[config.mk]
export PLATFORM = sky130hd
export DESIGN_NAME = tx_frame_sched
export DESIGN_NICKNAME = d
export VERILOG_FILES = /design/src/rtl/tx_pkg.sv /design/src/rtl/tx_gap_timer.sv /design/src/rtl/tx_frame_sched.sv
export SDC_FILE = /design/constraint.sdc
export NUM_CORES = 1
export LEC_CHECK = 0
export ABC_AREA = 1
export CAP_MARGIN = 10
export CELL_PAD_IN_SITES_DETAIL_PLACEMENT = 0
export CELL_PAD_IN_SITES_GLOBAL_PLACEMENT = 2
export CORE_MARGIN = 1
export CORE_UTILIZATION = 33
export DETAILED_ROUTE_END_ITERATION = 6
export DONT_BUFFER_PORTS = 1
export GPL_TIMING_DRIVEN = 0
export HOLD_SLACK_MARGIN = 0.06
export PLACE_DENSITY_LB_ADDON = 0.1
export SETUP_SLACK_MARGIN = 0.4
export SLEW_MARGIN = 10
export SYNTH_ARGS = -nofsm -noshare
export SYNTH_HDL_FRONTEND = slang
export SYNTH_SLANG_ARGS = --single-unit
export TNS_END_PERCENT = 20
[constraint.sdc]
create_clock -name clk125 -period 2.05 [get_ports clk125]
set_input_delay 0.41 -clock clk125 [delete_from_list [all_inputs] [get_ports clk125]]
set_output_delay 0.41 -clock clk125 [all_outputs]
set_load 0.1 [all_outputs]
[src/rtl/tx_pkg.sv]
// Shared types and default timing for the double-buffered frame scheduler.
package tx_pkg;
    localparam int unsigned PAYLOAD   = 1024;
    localparam int unsigned FRAME_CYC = 1052;
    localparam int unsigned IFG_CYC   = 12;
    localparam int unsigned GAP_W     = 16;

    typedef enum logic [1:0] {EMPTY, FILLING, FULL, SENDING} half_state_t;
    typedef enum logic [1:0] {IDLE, LAUNCH, SEND} sched_state_t;
endpackage

[src/rtl/tx_gap_timer.sv]
// Loadable down-counter; zero_c flags the decrement that lands on zero.
module tx_gap_timer #(
    parameter int unsigned W = 16
) (
    input  logic         clk125,
    input  logic         rst,
    input  logic         load,
    input  logic [W-1:0] load_val,
    input  logic         dec,
    output logic [W-1:0] cnt,
    output logic         zero_c
);

    always_ff @(posedge clk125 or posedge rst) begin
        if (rst) begin
            cnt <= '0;
        end else if (load) begin
            cnt <= load_val;
        end else if (dec && (cnt != '0)) begin
            cnt <= cnt - W'(1);
        end
    end

    // A count already at zero also reports, so a stalled timer can never hang the scheduler.
    assign zero_c = dec && (cnt <= W'(1));

endmodule

[src/rtl/tx_frame_sched.sv]
// Ping-pong payload buffer: fills one half while the transmitter sends the other,
// spacing frame launches by at least one frame plus inter-frame gap.
module tx_frame_sched #(
    parameter int unsigned PAYLOAD   = tx_pkg::PAYLOAD,
    parameter int unsigned FRAME_CYC = tx_pkg::FRAME_CYC,
    parameter int unsigned IFG_CYC   = tx_pkg::IFG_CYC
) (
    input  logic        clk125,
    input  logic        rst,
    input  logic        en,
    input  logic        wr_valid,
    input  logic [7:0]  wr_data,
    output logic        wr_rdy,
    output logic        buf_we,
    output logic [10:0] buf_wa,
    output logic [7:0]  buf_wd,
    output logic        idx,
    output logic [15:0] frames_sent,
    output logic        ovf
);
    import tx_pkg::*;

    localparam int unsigned PTR_W    = 10;
    localparam int unsigned GAP_LOAD = FRAME_CYC + IFG_CYC - 1;

    half_state_t        half_st  [2];
    half_state_t        half_nxt [2];
    sched_state_t       state;
    sched_state_t       state_nxt;
    logic               fill_half;
    logic [PTR_W-1:0]   wptr;
    logic               wptr_last_c;
    logic               accept_c;
    logic               launch_c;
    logic               release_c;
    logic               gap_zero_c;
    logic [GAP_W-1:0]   gap_cnt;

    assign wr_rdy      = (half_st[fill_half] == EMPTY) || (half_st[fill_half] == FILLING);
    assign accept_c    = wr_valid & wr_rdy;
    assign wptr_last_c = (wptr == PTR_W'(PAYLOAD - 1));

    tx_gap_timer #(.W(GAP_W)) u_gap (
        .clk125   (clk125),
        .rst      (rst),
        .load     (launch_c),
        .load_val (GAP_W'(GAP_LOAD)),
        .dec      (state == SEND),
        .cnt      (gap_cnt),
        .zero_c   (gap_zero_c)
    );

    // Launch sequencer next-state.
    always_comb begin
        state_nxt = state;
        launch_c  = 1'b0;
        release_c = 1'b0;
        unique case (state)
            IDLE: begin
                if (en && (half_st[~idx] == FULL)) begin
                    state_nxt = LAUNCH;
                end
            end
            LAUNCH: begin
                launch_c  = 1'b1;
                state_nxt = SEND;
            end
            SEND: begin
                if (gap_zero_c) begin
                    release_c = 1'b1;
                    state_nxt = IDLE;
                end
            end
            default: state_nxt = IDLE;
        endcase
    end

    // Fill, launch and release always touch different halves, so all three may apply together.
    always_comb begin
        half_nxt[0] = half_st[0];
        half_nxt[1] = half_st[1];
        if (accept_c) begin
            half_nxt[fill_half] = wptr_last_c ? FULL : FILLING;
        end
        if (launch_c) begin
            half_nxt[~idx] = SENDING;
        end
        if (release_c) begin
            half_nxt[idx] = EMPTY;
        end
    end

    always_ff @(posedge clk125 or posedge rst) begin
        if (rst) begin
            state       <= IDLE;
            half_st[0]  <= EMPTY;
            half_st[1]  <= EMPTY;
            idx         <= 1'b1;
            fill_half   <= 1'b0;
            wptr        <= '0;
            buf_we      <= 1'b0;
            buf_wa      <= '0;
            buf_wd      <= '0;
            frames_sent <= '0;
            ovf         <= 1'b0;
        end else begin
            state      <= state_nxt;
            half_st[0] <= half_nxt[0];
            half_st[1] <= half_nxt[1];
            buf_we     <= accept_c;
            if (accept_c) begin
                buf_wa <= {fill_half, wptr};
                buf_wd <= wr_data;
                if (wptr_last_c) begin
                    wptr      <= '0;
                    fill_half <= ~fill_half;
                end else begin
                    wptr <= wptr + PTR_W'(1);
                end
            end
            if (launch_c) begin
                idx         <= ~idx;
                frames_sent <= frames_sent + 16'd1;
            end
            if (wr_valid && !wr_rdy) begin
                ovf <= 1'b1;
            end
        end
    end

endmodule

# Word level (Yosys, flattened, before mapping)
# Cells that the tools add are included.
# totals
out_inout_bits	39
inputBits	12
elab_cells	79
register_bits	71
# op_classes
n_bitwise	9
order_cmp	7
n_reduce_logical	15
muxes	26
eq_ne	7
addsub	3
# op_table
op	n
$mux W16	2
$mux W2	12
$add A16 B1 Y16 const B	1
$le A16 B1 Y1 const B	1
$reduce_bool A16 Y1	1
$sub A16 B1 Y16 const B	1
$mux W4	3
$add A10 B1 Y10 const B	1
$eq A10 B10 Y1 const B	1
$mux W10	1
$logic_and A1 B1 Y1	7
$demux W2 S1	3
$ge A2 B2 Y1 const B	3
$lt A2 B1 Y1 const B	3
$not A1 Y2	3
$pmux W2 S3	1
$and A4 B4 Y4	1
$bwmux W4	1
$eq A2 B1 Y1 const B	2
$eq A2 B2 Y1 const B	2
$logic_not A2 Y1	2
$ne A2 B2 Y1 const B	2
$not A4 Y4	1
$or A4 B4 Y4	1
7 further kinds	11

# Logic depth before layout (Yosys ltp)
# Gate-level depths: netlist of run 1.
# depth
depth_word	12
depth_mapped	10
mapped_depth_nobuf	10

# Modules after synthesis
# Synthesis of run 1 repeated with hierarchy kept, for this count alone.
# hier_totals
hier_cells	475
hier_area_um2	3736.1
# by_module_without_submodules
module	cells_per_inst	n_inst	area_per_inst_um2	seq_area_each_um2
tx_frame_sched	300	1	2575.0	1377.6
tx_gap_timer	175	1	1161.1	400.4

# Worst setup path before layout of run 1
# No wires, ideal clock.
# synth_timing
kind	reg-to-reg
start	register frames_sent[0]
end	register frames_sent[14]
n_path_buf	0
path_slack_ns	-0.125
setup_time_ns	0.122
path_stages_with_launch	9
required_ns	1.928
arrival_time_ns	2.053
synth_period_minus_slack_ns	2.175
cell_sequence	dfrtp_1 ha_1 nand3_1 nor2_1 nand4_1 nor2_1 nand2_1 nand2_1 nand2_1
# synth_via
elab_chain_cells	1
# synth_lines
element	line	rtl
start, declared	tx_frame_sched.sv:18	output logic [15:0] frames_sent,
start signal, assigned	tx_frame_sched.sv:123	frames_sent <= frames_sent + 16'd1;
$add A16 B1 Y16	tx_frame_sched.sv:123	
# No other way between the ends.
# A chain may end at the register's enable or synchronous reset.

# Final worst setup path of run 1
# layout_timing
start	register fill_half
end	output wr_rdy
# layout_via
elab_chain_cells	6
word_cells_on_any_way	7
cone_classes	eq/ne (1); mux (3); bitwise (1); reduce/logical (2)
# layout_lines
element	line	rtl
start, declared	tx_frame_sched.sv:30	logic fill_half;
start signal, assigned	tx_frame_sched.sv:116	fill_half <= ~fill_half;
$not A1 Y2 (implied by the code) *	tx_frame_sched.sv:39	assign wr_rdy = (half_st[fill_half] == EMPTY) || (half_st[fill_half] == FILLING);
$mux W2 (implied by the code) * (3 in series)	tx_frame_sched.sv:39	
$eq A2 B1 Y1 / $logic_not A2 Y1 (equally long branches)	tx_frame_sched.sv:39	
$logic_or A1 B1 Y1 *	tx_frame_sched.sv:39	
end, declared	tx_frame_sched.sv:13	output logic wr_rdy,
# Every way passes the cells marked *; elsewhere a longest branch is shown, timed or not. The select of a mux whose other input is x is not followed.

==> results.toml, run 1 <==
[global_routing]
grt_pass1_wl_mm = 13.59
antenna_found_initial = 0
grt_pass1_vias = 2775
overflow = 0
grt_use_total = 0.1561
grt_max_degree = 31

[timing]
finalHoldViolations = 0
fmax_mhz = 551.6
setup_viol = 0
grt_setup_unrepaired = "yes"
holdWs_ps = 168.9
finalClockSkew_ps = 10.51
slew_headroom = 0.3844
final_critical_path_setup_slack_ps = 237.1
period_needed_ps = 1813
tightest_slew_ps = 923.3
drv_slew = 0
fin_crit_sh = 0.8843

[pwr]
p_total_uw = 3489
power_density_nw_per_um2 = 834.0
p_comb_frac = 0.072
leakagePower_uw = 0.002050
ir_drop_uv = 696.5
switchingPower_uw = 1267
p_clk_frac = 0.330
p_int_uw = 2222
switching_share = 0.3632
seqPwrFrac = 0.598

[die]
core-area_um2 = 10420
ios = 51
dieArea_um2 = 11220
start_util = 0.3422
num_rows = 37
die_h_um = 105.9
fp.dieW_um = 105.9

[placement]
numPortBuffers = 0
place_congestion = 0.7276
dpl.cell_count = 588
place_ws_ps = -371.7
dp_hpwl_mm = 5.720

[synth]
netlist_area_um2 = 3565
netlist.area_leader.share = 0.4914
yosysSeqAreaShare = 0.4988
synth_common_cells = "146 x nand2_1, 70 x dfrtp_1, 56 x inv_1"
ys_seq_elements = 71
synthFlopType = "dfrtp_1"
synthTopCellsByArea = "dfrtp_1 49%, nand2_1 15%, inv_1 5.9%"
yosysMostFrequentCell = "nand2_1"
syn_inst = 450
syn_nets = 467
avgSynthCellArea_um2 = 7.921
yosysWarnings = 0
yosys.area.top_type = "dfrtp_1"
async_flop_share = 1.000
synth_enable_flop_cells = 0
synth_cell_types = 35

[critical_path]
worst-path-max-fanout = 4
cp_top_family = "buffers and inverters"
crit_top_cell = "nand2_4"
cp.arrival_ps = 1400
critPathMaxStageDelay_ps = 420
start_kind = "flip-flop"
critical_path_class = "reg2out"
worst_setup_path_end_kind = "output port"
cp_slowest_cell = "dfrtp_1"
crit_buf_inv = 2
cp_cell_sequence = "inv_2 -> nand2_4 -> nand2_4 -> clkinvlp_4"
worstPathRequired_ps = 1640

[detailed_routing]
drc = 0
vias = 2799
route.detailed.wl_per_inst_um = 13.09
viasPerCell = 4.581
dr.pass1.iters = 5
ant_nets = 0
first_iter_violations = 113
drt-total-wl_mm = 8.000

[cts]
cts_tree = "built"
cts_num_sinks = 71
cts_buffer_depth = 2
root_buffer = "clkbuf_8"
clk-insertion-delay-late_ps = 350
h-tree-depth = 3
clkTransAtPathRegs_ps = 70
numCtsBuffers = 9

[cells_and_area]
fin_cells = 611
area_growth_pct = 17.34
drive_gt1_frac = 0.1916
antenna_cells = 0
final_net_count = 488
fillers = 1085

[job]
drv_cap = 0

[hold_path]
hold_path_class = "in2reg"

[run_status]
outcome = "completed"
==> power by group through the flow <==
stage / Combinational [uW] / Sequential, uW / Clock, uW
after floorplan: 191 / 2090 / 0
after global routing: 308 / 2110 / 1250
final: 250 / 2090 / 1150
after detailed placement: 251 / 2110 / 0
after CTS: 253 / 2090 / 1200
after global placement: 234 / 2110 / 0
==> layout make-up <==
class,count,area [um^2],share of cell area
Sequential cell,71,1814,0.4337
Timing Repair Buffer,10,110.1,0.02632
Inverter,58,225.2,0.05384
Clock buffer,12,155.1,0.03709
Tap cell,136,170.2,0.04068
Buffer,8,52.55,0.01256
Clock inverter,3,42.54,0.01017
Multi-Input combinational cell,313,1613,0.3856
==> worst register-to-register path: stages, from the launching register on <==
cell	delay (ps)
dfrtp_4	650
ha_4	210
nand3_4	90
nor2_4	120
nand4_1	170
nor2_1	190
xor2_1	170
==> metrics by stage <==
step / instance area [um^2] / util / TNS [ps]
2_1_floorplan: 3568 / - / -195.3
3_3_place_gp: 3739 / 0.3589 / -859.5
3_5_place_dp: 3786 / 0.3635 / -991.1
4_1_cts: 4101 / 0.3938 / 0
5_1_grt: 4183 / 0.4016 / 0
6_report: 4183 / 0.4016 / 0
==> layer usage <==
layer,vias to the layer above,wire length [um],GRT usage
li1,1443,-,-
met1,1304,3728,0.1980
met2,44,3782,0.2530
met3,8,396,0.04844
met4,0,92,0.05060
met5,-,0,0
==> kinds of logic (layout without fill, tap and decap cells) <==
group | count (synthesis) | in the layout | share of synthesized area
DFF | 71 | 71 | 0.4988
AOI/OAI and AO/OA | 34 | 34 | 0.06037
and+or+nand+nor | 258 | 258 | 0.3092
adders and majority gates | 5 | 5 | 0.01755
xor gates and xnor gates | 16 | 16 | 0.03931
buffers and inverters | 66 | 91 | 0.07476
==> state kept, by name (all words and copies together), names as in the netlist, 2 cells and up <==
signal and flops:
buf_wa 11, buf_wd 8, frames_sent 16, half_st 4
state 2, u_gap.cnt 16, wptr 10
==> what timing repair did <==
| item | CTS | global route |
|---|---|---|
| hold buffers | 1 | 0 |
| gates resized for setup | 31 | 21 |
| cloned | 0 | 0 |
| setup endpoints to repair | 54 | 59 |
| pin swaps | 5 | 5 |
| buffers inserted | 4 | 3 |
| hold endpoints to repair | 19 | 0 |
==> worst paths after layout <==
kind,cells past startpoint,startpoint,end,slack (ps)
setup / recovery,4,fill_half$_DFFE_PP0P_,wr_rdy,240
hold / removal,2,wr_data[2],buf_wd[2]$_DFFE_PP0N_,170
setup reg to reg,6,frames_sent[0]$_DFFE_PP0P_,frames_sent[12]$_DFFE_PP0P_,380
hold reg to reg,1,u_gap.cnt[1]$_DFFE_PP0P_,u_gap.cnt[1]$_DFFE_PP0P_,510
max in group asynchronous,3,rst,idx$_DFFE_PP1P_,860
min in group asynchronous,2,rst,buf_we$_DFF_PP0_,590
==> placed cells by master (no fill, tap or decap), types with 4 or more instances in the layout <==
master and instances:
o21ai_0 16, nor2_4 6, clkbuf_8 11, buf_4 8, inv_2 5, dfrtp_1 53, nand2_1 141, xor2_1 9
xnor2_1 7, dfrtp_4 6, nand2_2 7, ha_1 4, nand4_1 6, inv_1 51, nor2_2 7, dfrtp_2 11
nor3_1 6, nor2_1 44, nand3_1 30, o21ai_2 7
No activity file was read; power rests on OpenSTA's default activity.
==> run 2, diff against run 1 <==
Settings changed: PLACE_DENSITY_LB_ADDON 0.1 to 0.12.
==> run 2 against run 1 <==
Worst hold slack got worse by 11 ps. Sequential share of layout area decreased by 0.44 points. Clock skew about the same. Non-clock buffer count increased by 4. Die area unchanged. Fmax about the same. Sequential power about the same. Clock-buffer cell count decreased by 3. First-iteration DRC count decreased by 8.8%. Core utilization increased by 0.49 points. Clock power increased by 12%. Critical path type unchanged. Highest routed layer unchanged.
==> results.toml, run 2 (synthesis results as in run 1) <==
[cells_and_area]
area_growth_pct = 18.78
final_common_cell = "nand2_1"
post-route-util = 0.4065
final_net_count = 492
fillers = 1111
antenna_cells = 0
drive_gt1_frac = 0.2021
top_regs = "frames_sent (16), u_gap.cnt (16), buf_wa (11)"
final_cell_mix = "143 x nand2_1, 51 x inv_1, 50 x dfrtp_1, 45 x nor2_1, 30 x nand3_1"

[timing]
fmax_mhz = 551.2
grt_setup_unrepaired = "yes"
tightest_slew_ps = 920.9
drv_slew = 0
finalHoldViolations = 0
final_critical_path_setup_slack_ps = 235.9
fin_crit_sh = 0.8849
setup_viol = 0
period_needed_ps = 1814
slew_headroom = 0.3861
finalClockSkew_ps = 10.42

[critical_path]
critical_path_class = "reg2out"
worst_setup_path_end_kind = "output port"
ff2ff_path_depth = 6
start_kind = "flip-flop"
cp.arrival_ps = 1400
worstPathRequired_ps = 1640
worst-path-max-fanout = 3

[run_status]
outcome = "completed"

[placement]
place_congestion = 0.7058
numPortBuffers = 0
place_ws_ps = -394.0
dp_hpwl_mm = 5.767

[detailed_routing]
route.detailed.wl_per_inst_um = 13.22
ant_nets = 0
dr.pass1.iters = 4
vias = 2804
viasPerCell = 4.552
drc = 0
first_iter_violations = 103
drt-total-wl_mm = 8.141

[hold_path]
hold_depth = 2
hold_path_class = "in2reg"

[job]
drv_cap = 0

[die]
fp.dieW_um = 105.9
die_h_um = 105.9
core-area_um2 = 10420
dieArea_um2 = 11220
num_rows = 37
start_util = 0.3422
ios = 51

[cts]
clk-insertion-delay-late_ps = 370
root_buffer = "clkbuf_8"
numCtsBuffers = 9
clkTransAtPathRegs_ps = 90
cts_tree = "built"
h-tree-depth = 3
cts_num_sinks = 71
cts_buffer_depth = 2

[pwr]
ir_drop_uv = 600.0
leakagePower_uw = 0.002078
power_density_nw_per_um2 = 855.7

[global_routing]
grt_use_total = 0.1633
grt_max_degree = 35
grt_pass1_vias = 2910
overflow = 0
grt_pass1_wl_mm = 14.13
antenna_found_initial = 0
-- run 2: changes by cell type in the layout (fill, tap and decap cells not counted), moves of 2 or more --
cell      change
nand2_2       -2
dfrtp_2       +3
clkinv_4      +2
clkbuf_8      -2
dfrtp_1       -3
buf_4         +4
nand2_1       +2
-- run 2: final cells by class --
type / count / area [um^2] / share of cell area
Inverter: 58 / 225.2 / 0.05319
Sequential cell: 71 / 1818 / 0.4294
Timing Repair Buffer: 14 / 140.1 / 0.03310
Multi-Input combinational cell: 313 / 1605 / 0.3791
Clock inverter: 7 / 96.34 / 0.02275
Buffer: 8 / 55.05 / 0.01300
Tap cell: 136 / 170.2 / 0.04019
Clock buffer: 9 / 123.9 / 0.02926
-- run 2: critical path: stages (launching register included) --
cell and delay, ps:
dfrtp_1 410, inv_2 90, nand2_4 60, nand2_4 70, clkinvlp_4 410
-- run 2: where the power goes --
group | leakage [uW] | internal (uW) | switching, uW
logic | 0.00107 | 93.3 | 156
registers | 0.000896 | 1510 | 578
clock network | 0.000114 | 689 | 597
total | 0.00208 | 2290 | 1330
-- run 2: through the flow --
stage	total power [uW]	area, um^2	std cells	hold slack (ps)	TNS [ps]
floorplan	2276	3568	450	463.8	-195.3
global placement	2350	3739	586	478.3	-1112
detailed placement	2365	3786	588	336.6	-1092
CTS	3671	4146	612	135.3	0
global route	3801	4234	616	136.2	0
finish	3623	4234	616	157.6	0
-- run 2: final timing paths --
path	startpoint	to	slack, ps
worst max-delay path	fill_half$_DFFE_PP0P_	wr_rdy	240
worst min-delay path	wr_data[7]	buf_wd[7]$_DFFE_PP0N_	160
worst max register to register	frames_sent[0]$_DFFE_PP0P_	frames_sent[10]$_DFFE_PP0P_	360
worst min register to register	wptr[5]$_DFFE_PP0N_	wptr[5]$_DFFE_PP0N_	510
max in group asynchronous	rst	idx$_DFFE_PP1P_	740
min in group asynchronous	rst	buf_wd[6]$_DFFE_PP0N_	550
-- run 2: timing repair --
action | CTS | global route
pin swaps | 5 | 6
resized for setup | 31 | 21
endpoints found under the setup margin | 55 | 55
setup buffers | 7 | 4
hold endpoints to repair | 18 | 0
hold buffers | 1 | 0
-- run 2: routing by layer --
metal	vias up	global-route usage	routed length (um)
li1	1448	-	-
met1	1303	0.2065	3912
met2	38	0.2600	3749
met3	15	0.03801	285
met4	0	0.08532	193
met5	-	0	0
